$ cat config.mk
export PLATFORM = sky130hd
export DESIGN_NAME = serial_mofn_detect
export DESIGN_NICKNAME = d
export VERILOG_FILES = /design/src/rtl/serial_mofn_detect_pkg.sv /design/src/rtl/serial_mofn_detect_sat_counter.sv /design/src/rtl/serial_mofn_detect.sv
export SDC_FILE = /design/constraint.sdc
export NUM_CORES = 1
export LEC_CHECK = 0
export ABC_AREA = 1
export BUFFER_PORTS_ARGS = -buffer_cell sky130_fd_sc_hd__buf_2
export CAP_MARGIN = 20
export CORE_AREA = 2 2 39 41
export CTS_BUF_LIST = sky130_fd_sc_hd__clkbuf_16
export DETAILED_ROUTE_END_ITERATION = 7
export DIE_AREA = 0 0 41 43
export PLACE_DENSITY = 0.67
export SLEW_MARGIN = 20
export SYNTH_ARGS = -nofsm -noshare
export SYNTH_HDL_FRONTEND = slang
export SYNTH_SLANG_ARGS = --single-unit
$ cat constraint.sdc
create_clock -name clk -period 1.59 [get_ports clk]
set_input_delay 0.318 -clock clk [delete_from_list [all_inputs] [get_ports clk]]
set_output_delay 0.318 -clock clk [all_outputs]
set_load 0.01 [all_outputs]
$ cat src/rtl/serial_mofn_detect_pkg.sv
// Shared defaults and types for the serial M-of-N fbibble checker.
// Latency: n/a (definitions only).
// Backpressure: n/a (definitions only).
package SerialTOFEDDefs_MofN;

    // Defaults reproduce the legacy fixed 2-of-5 TOFED detector.
    localparam int DEF_FBIBBLE_SIZE   = 5;
    localparam int DEF_ONESPERFBIBBLE = 2;
    localparam int DEF_ERRCNT_WIDTH   = 8;

    typedef logic bool_t;

    // ST_OVER means the current fbibble is already known to be bad (too many ones).
    typedef enum logic [0:0] {
        ST_ACCUM = 1'b0,
        ST_OVER  = 1'b1
    } state_t;

endpackage

$ cat src/rtl/serial_mofn_detect_sat_counter.sv
// Saturating up-counter with synchronous clear; clear beats increment.
// Latency: count reflects inc/clr one cycle after the sampling edge.
// Backpressure: none; inc at all-ones is absorbed (holds at maximum).
module tofed_sat_counter
    import SerialTOFEDDefs_MofN::*;
#(
    parameter int WIDTH = DEF_ERRCNT_WIDTH
) (
    input  logic             clk,
    input  logic             reset,
    input  logic             inc,
    input  logic             clr,
    output logic [WIDTH-1:0] count
);

    bool_t at_max;
    assign at_max = (count == {WIDTH{1'b1}});

    // Count register: reset, then clear, then saturating increment.
    always_ff @(posedge clk) begin
        if (reset) begin
            count <= '0;
        end else if (clr) begin
            count <= '0;
        end else if (inc && !at_max) begin
            count <= count + WIDTH'(1);
        end
    end

endmodule

$ cat src/rtl/serial_mofn_detect.sv
// Serial M-of-N checker: groups N qualified bits, flags fbibbles whose ones count != M, keeps an error tally (tally built only with SERIALTOFED_ERRCNT_EN).
// Latency: done/error/ones_count are registered, one cycle after the edge sampling the last bit; err_count follows done by one cycle.
// Backpressure: none; accepts a bit every in_valid cycle, gaps simply stall accumulation.
module serial_mofn_detect
    import SerialTOFEDDefs_MofN::*;
#(
    parameter int FBIBBLE_SIZE   = DEF_FBIBBLE_SIZE,
    parameter int ONESPERFBIBBLE = DEF_ONESPERFBIBBLE,
    parameter int ERRCNT_WIDTH   = DEF_ERRCNT_WIDTH
) (
    input  logic                                 clk,
    input  logic                                 reset,
    input  logic                                 in_valid,
    input  logic                                 in_bit,
    input  logic                                 clr_cnt,
    output logic                                 done,
    output logic                                 error,
    output logic [$clog2(FBIBBLE_SIZE+1)-1:0]    ones_count,
    output logic                                 over_early,
    output logic [ERRCNT_WIDTH-1:0]              err_count
);

    localparam int CW = $clog2(FBIBBLE_SIZE + 1);
    localparam int PW = $clog2(FBIBBLE_SIZE);
    localparam logic [CW-1:0] M_VAL    = CW'(ONESPERFBIBBLE);
    localparam logic [PW-1:0] LAST_POS = PW'(FBIBBLE_SIZE - 1);

    // Reject illegal configurations at elaboration.
    if (FBIBBLE_SIZE < 2 || FBIBBLE_SIZE > 32 ||
        ONESPERFBIBBLE < 0 || ONESPERFBIBBLE > FBIBBLE_SIZE ||
        ERRCNT_WIDTH < 1) begin : g_param_check
        $error("serial_mofn_detect: illegal FBIBBLE_SIZE/ONESPERFBIBBLE/ERRCNT_WIDTH");
    end

    state_t          state_q, state_d;
    logic [PW-1:0]   bit_pos_q, bit_pos_d;
    logic [CW-1:0]   ones_q, ones_d;
    logic [CW-1:0]   ones_next;
    bool_t           last_bit;
    bool_t           done_d, error_d;
    logic [CW-1:0]   ones_count_d;

    // ones_q never exceeds N-1 before the final add, so ones_next fits in CW bits.
    assign ones_next = ones_q + CW'(in_bit);
    assign last_bit  = (bit_pos_q == LAST_POS);

    // Next-state and completion decode; a finished fbibble restarts in ST_ACCUM.
    always_comb begin
        state_d      = state_q;
        bit_pos_d    = bit_pos_q;
        ones_d       = ones_q;
        done_d       = 1'b0;
        error_d      = 1'b0;
        ones_count_d = '0;
        if (in_valid) begin
            if (last_bit) begin
                bit_pos_d    = '0;
                ones_d       = '0;
                state_d      = ST_ACCUM;
                done_d       = 1'b1;
                error_d      = (ones_next != M_VAL);
                ones_count_d = ones_next;
            end else begin
                bit_pos_d = bit_pos_q + PW'(1);
                ones_d    = ones_next;
                if (state_q == ST_ACCUM && ones_next > M_VAL) begin
                    state_d = ST_OVER;
                end
            end
        end
    end

    // State and registered result outputs; reset drops any partial fbibble.
    always_ff @(posedge clk) begin
        if (reset) begin
            state_q    <= ST_ACCUM;
            bit_pos_q  <= '0;
            ones_q     <= '0;
            done       <= 1'b0;
            error      <= 1'b0;
            ones_count <= '0;
        end else begin
            state_q    <= state_d;
            bit_pos_q  <= bit_pos_d;
            ones_q     <= ones_d;
            done       <= done_d;
            error      <= error_d;
            ones_count <= ones_count_d;
        end
    end

    assign over_early = (state_q == ST_OVER);

`ifdef SERIALTOFED_ERRCNT_EN
    tofed_sat_counter #(
        .WIDTH(ERRCNT_WIDTH)
    ) u_err_cnt (
        .clk   (clk),
        .reset (reset),
        .inc   (done && error),
        .clr   (clr_cnt),
        .count (err_count)
    );
`else
    // Tally not built: port kept so wrappers are unchanged.
    logic unused_clr_cnt;
    assign unused_clr_cnt = clr_cnt;
    assign err_count      = '0;
`endif

endmodule

After elaboration in Yosys (flattened, before gate mapping)
Cells that the tools add are included.

Add/sub/neg operators: 2. Order comparisons: 1. Equal/unequal tests: 2. Mux-type cells: 5. Bitwise logic cells: 3. Reductions and logical operators: 5.

Operator list (count): 3-bit 2-to-1 mux (2); 3-bit by 1-bit adder with 3-bit output (1); 3-bit by 1-bit adder with 3-bit output, second input constant (1); 3-bit equality test, second input constant (1); 3-bit by 2-bit > comparator with 1-bit output, second input constant (1); 1-bit 2-to-1 mux (3); 3-bit by 2-bit inequality test with 1-bit output, second input constant (1); 1-bit inverter (3); 3-bit OR reduction (1); 2-bit AND reduction (1); 2-bit nonzero test (1); 2-bit OR reduction (1); 1-bit logical AND (1).

Bits in registers: 12. Input bits: 5. Output and inout port bits: 14. Logic and storage cells: 24.

Longest topological paths before layout
Depth after elaboration: 5. Depth in mapped cells: 7. Depth with buffers taken out: 7.

Least setup slack after synthesis
No wires, ideal clock.

Path type: input-to-reg. From: in in_bit. To: reg state_q (netlist: over_early). Setup time: 0.125 ns. Arrival time: 1.025 ns. Slack: 0.440 ns. Stages: 6. Buffers on the path: 0. Cell sequence: ha_1 ha_1 nand2_1 nand3_1 nand2_1 a21oi_1.

Longest elaborated chain between the ends: 5.

Ends and longest elaborated chain: start, declared (RTL line serial_mofn_detect.sv:14) `input logic in_bit,`; 3-bit by 1-bit adder with 3-bit output (RTL line serial_mofn_detect.sv:44) `assign ones_next = ones_q + CW'(in_bit);`; net ones_next[1] (RTL line serial_mofn_detect.sv:38) `logic [CW-1:0] ones_next;`; 3-bit by 2-bit > comparator with 1-bit output (RTL line serial_mofn_detect.sv:66) `if (state_q == ST_ACCUM && ones_next > M_VAL) begin`; 1-bit logical AND (RTL line serial_mofn_detect.sv:66); 2-bit nonzero test (no line); 2-bit AND reduction (no line); end signal, assigned (RTL line serial_mofn_detect.sv:83) `state_q <= state_d;`; end, declared (RTL line serial_mofn_detect.sv:35) `state_t state_q, state_d;`.

The timed path passes the listed nets, and every way through them passes these cells. A chain may end at the register's enable or synchronous reset.

Final worst setup path
From: reg ones_q[0]. To: reg state_q (netlist: over_early).

Longest elaborated chain between the ends: 5.

Ends and longest elaborated chain: start, declared (RTL line serial_mofn_detect.sv:37) `logic [CW-1:0] ones_q, ones_d;`; start signal, assigned (RTL line serial_mofn_detect.sv:85) `ones_q <= ones_d;`; 3-bit by 1-bit adder with 3-bit output (RTL line serial_mofn_detect.sv:44); net ones_next[1] (RTL line serial_mofn_detect.sv:38); 3-bit by 2-bit > comparator with 1-bit output (RTL line serial_mofn_detect.sv:66); 1-bit logical AND (RTL line serial_mofn_detect.sv:66); 2-bit nonzero test (no line); 2-bit AND reduction (no line).

The timed path passes the listed nets, and every way through them passes these cells.

==> metrics list <==
- The run finished with clean final reports.
- Among all flip-flop cells after synthesis, the most frequent one is sky130_fd_sc_hd__dfxtp_1.
- Slowest stage delay, CP: 0.32 ns
* Routed vias: 421
- Number of unique standard cell types used by synthesis: 16
- Wire length of the first global-routing pass: 1269 um
- Hold repair after CTS inserted 0 buffers.
- Synth warn: 0
* Final routed wirelength across all metal layers: 824 um
* Max-capacitance violation count: 0
- In the final timing run, aggregate negative setup slack is 0 ns.
* Cells resized by post-CTS repair: 0
- The worst-case IR drop observed on VDD is 504.8 uV.
- The synthesized netlist occupies a cell area of 559.3 um^2.
* Required time of the critical path: 1.71 ns
- Worst-path fanout max: 4
* Share of the synthesized area in the top cell type: 0.4295
* Root buf cell: sky130_fd_sc_hd__clkbuf_16
* Number of iterations in the first detailed-routing pass: 2
- Syn-to-layout area delta: 19.69%
- Setup repair after global routing missed its margin: no
* Count of buffer and inverter cells on the critical path: 0
* Fraction of the yosys area taken by sequential cells: 0.4295
- Post-CTS repair timing setup buffer count: 0
* Num ports: 19
- Maximum clock rate: 0.8422 GHz
- Counting every sink on the clock net gives 12.
* Number of cell rows: 14
- In the routed design, unresolved DRC markers number 0.
- Final standard cell utilization of the core: 0.4837
- After technology mapping, the gate count stands at 70.
- Total global routing track utilization: 0.1174
- The synthesized design contains 0 enable-type register cells.
- Counting I/O delays and the setup requirement, the final critical path takes 1.187 ns.
- By count the netlist is led by sky130_fd_sc_hd__nand2_1, sky130_fd_sc_hd__dfxtp_1, sky130_fd_sc_hd__inv_1, sky130_fd_sc_hd__buf_4, sky130_fd_sc_hd__a21oi_1.
* CTS tree: done
- 1st-iter DRT viols: 2
- Lkg Pwr: 0.3349 nW
- Startpoint class of the critical path: flip-flop
* Most common cell in the synthesized netlist: sky130_fd_sc_hd__nand2_1
- After routing the design area is 669.4 um^2.
- Die Y-Extent: 43 um
* GPL Wtd Cong: 0.7913
- In the synthesized netlist the async set-or-reset flop fraction comes to 0.
* Area after DPL: 590.6 um^2
* Final Max Slew Viols: 0
- After the last flow step, the layout net total stands at 92.
- Setup violations remaining at the end of the flow were counted as 0.
* Routed Antenna Nets: 0
- Walking the worst path, the cells encountered are ha_1, ha_1, nand2_1, nand3_1, nand2_1, a21oi_1.
* Vias in the first global route: 325
- Standard cell core area: 1384 um^2
- The number of antenna violations at the first check in global routing was 0.
* Worst Setup Path Type: reg -> reg
- STA puts the critical path data arrival time at 1.30 ns.
- The worst setup path is captured at a flip-flop.
- Fill cells in the final layout number 142.
- The min-delay analysis places its worst path in the category in -> reg.
* Starting density of the core: 0.4042
- Diode insertion count for antenna repair: 0
- Counting flops and latches in the post-synthesis netlist gives 12.
- Entering global routing, the biggest net connects 9 pins.
* Total global routing overflow: 0
- A synthesized cell averages 7.990 um^2.
* Average via count per standard cell: 4.296
* Port Buf Inserts: 9
- Clock skew on the completed layout was measured at 0.001324 ns.
- Average wire length per cell after detail routing: 8.408 um
- The largest total area in the synthesized netlist belongs to sky130_fd_sc_hd__dfxtp_1.
- CTS H-tree depth: 1
- Once detailed placement completed, the half-perimeter wirelength came to 612.1 um.
* Critical path's top delay family: adder cells
- The clock passes through at most 2 buffers.
- Share of cells above drive strength 1: 0.1829
- The die covers 1763 um^2.
* Worst-Skew Late Latency: 0.24 ns
* Critical Path Slowest Stage Cell: sky130_fd_sc_hd__ha_1
- Power spread over the standard cell area amounts to 1230 nW/um^2.
- Final period util: 0.7467
* Count of endpoints failing hold in the final timing report: 0
- Ranked by total cell area, the synthesized netlist is headed by sky130_fd_sc_hd__dfxtp_1, sky130_fd_sc_hd__buf_4, sky130_fd_sc_hd__nand2_1, sky130_fd_sc_hd__ha_1, sky130_fd_sc_hd__inv_1.
- Clk pin slew, worst setup/hold paths: 0.04 ns
- Number of buffers created by CTS: 3
* DIE WIDTH: 41 um
-- per-stage QoR --
| stage | power (W) | hold slack [ns] | setup WS [ns] | std cells |
|---|---|---|---|---|
| 3_3_place_gp | 0.0003777 | 0.4393 | 0.2660 | 94 |
| 5_1_grt | 0.0008663 | 0.2992 | 0.3078 | 98 |
| 3_5_place_dp | 0.0003796 | 0.4433 | 0.2618 | 94 |
| 6_report | 0.0008231 | 0.2843 | 0.4027 | 98 |
| 2_1_floorplan | 0.0003781 | 0.3871 | 0.4398 | 77 |
| 4_1_cts | 0.0008391 | 0.2845 | 0.3893 | 98 |
-- worst reg2reg max path, stage by stage (launching register included) --
cell and delay [ns]:
sky130_fd_sc_hd__dfxtp_1 0.30, sky130_fd_sc_hd__ha_1 0.18, sky130_fd_sc_hd__ha_1 0.32, sky130_fd_sc_hd__nand2_1 0.08
sky130_fd_sc_hd__nand3_1 0.08, sky130_fd_sc_hd__nand2_1 0.06, sky130_fd_sc_hd__a21oi_1 0.05
-- flip-flops by register name (all words and copies together), names as in the netlist --
| name | count |
|---|---|
| ones_q | 3 |
| done | 1 |
| bit_pos_q | 3 |
| over_early | 1 |
| ones_count | 3 |
| error | 1 |
-- cells in the final DEF, fill, tap and decap left out --
cell type	synthesis	layout
sky130_fd_sc_hd__or2_0	1	1
sky130_fd_sc_hd__conb_1	1	8
sky130_fd_sc_hd__nand3_2	1	1
sky130_fd_sc_hd__nand3_1	1	1
sky130_fd_sc_hd__dfxtp_1	12	12
sky130_fd_sc_hd__nor2_4	1	1
sky130_fd_sc_hd__clkinv_1	0	1
sky130_fd_sc_hd__nor2_1	5	5
sky130_fd_sc_hd__o21ai_0	3	3
sky130_fd_sc_hd__a31oi_1	1	1
sky130_fd_sc_hd__buf_2	0	9
sky130_fd_sc_hd__nand2_1	14	14
sky130_fd_sc_hd__a21oi_1	6	6
sky130_fd_sc_hd__clkbuf_16	0	3
sky130_fd_sc_hd__ha_1	4	4
sky130_fd_sc_hd__inv_1	10	10
sky130_fd_sc_hd__xnor2_1	1	1
sky130_fd_sc_hd__inv_2	1	1
-- final cells by class --
class / instances / area [um^2] / area share
clock buffers: 3 / 75.07 / 0.1121
clock inverters: 1 / 3.754 / 0.005607
inverters: 11 / 41.29 / 0.06168
multi-input cells: 46 / 244.0 / 0.3645
flip-flops and latches: 12 / 240.2 / 0.3589
well taps: 16 / 20.02 / 0.02991
repair buffers: 9 / 45.04 / 0.06729
-- power by group --
group | switching (W) | leakage [nW] | total, W | internal [W]
logic | 0.0000383 | 0.199 | 0.0000574 | 0.0000191
clock network | 0.000119 | 0.0385 | 0.000449 | 0.000330
registers | 0.00000502 | 0.0975 | 0.000317 | 0.000312
-- final timing paths --
path | start | cells after the start | endpoint | slack (ns)
worst max-delay path | ones_q[0]$_SDFFE_PP0P_ | 6 | over_early$_SDFFE_PP0P_ | 0.40
worst min-delay path | reset | 2 | ones_q[2]$_SDFFE_PP0P_ | 0.28
worst max register to register | ones_q[0]$_SDFFE_PP0P_ | 6 | over_early$_SDFFE_PP0P_ | 0.40
worst min register to register | over_early$_SDFFE_PP0P_ | 2 | over_early$_SDFFE_PP0P_ | 0.45
-- cells by family after synthesis --
group / share of synthesized area
xor gates and xnor gates: 0.01566
other: 0.006705
and+or+nand+nor: 0.1857
AOI/OAI and AO/OA: 0.09172
DFF: 0.4295
adders and majority gates: 0.08949
buffers and inverters: 0.1812
-- routing by layer --
| metal | track usage | vias to the layer above | routed length, um |
|---|---|---|---|
| met1 | 0.1154 | 182 | 364 |
| met4 | 0.1200 | 0 | 9 |
| li1 | - | 225 | - |
| met5 | 0 | - | 0 |
| met2 | 0.1688 | 12 | 407 |
| met3 | 0.04712 | 2 | 43 |
No activity file was read; power rests on OpenSTA's default activity.
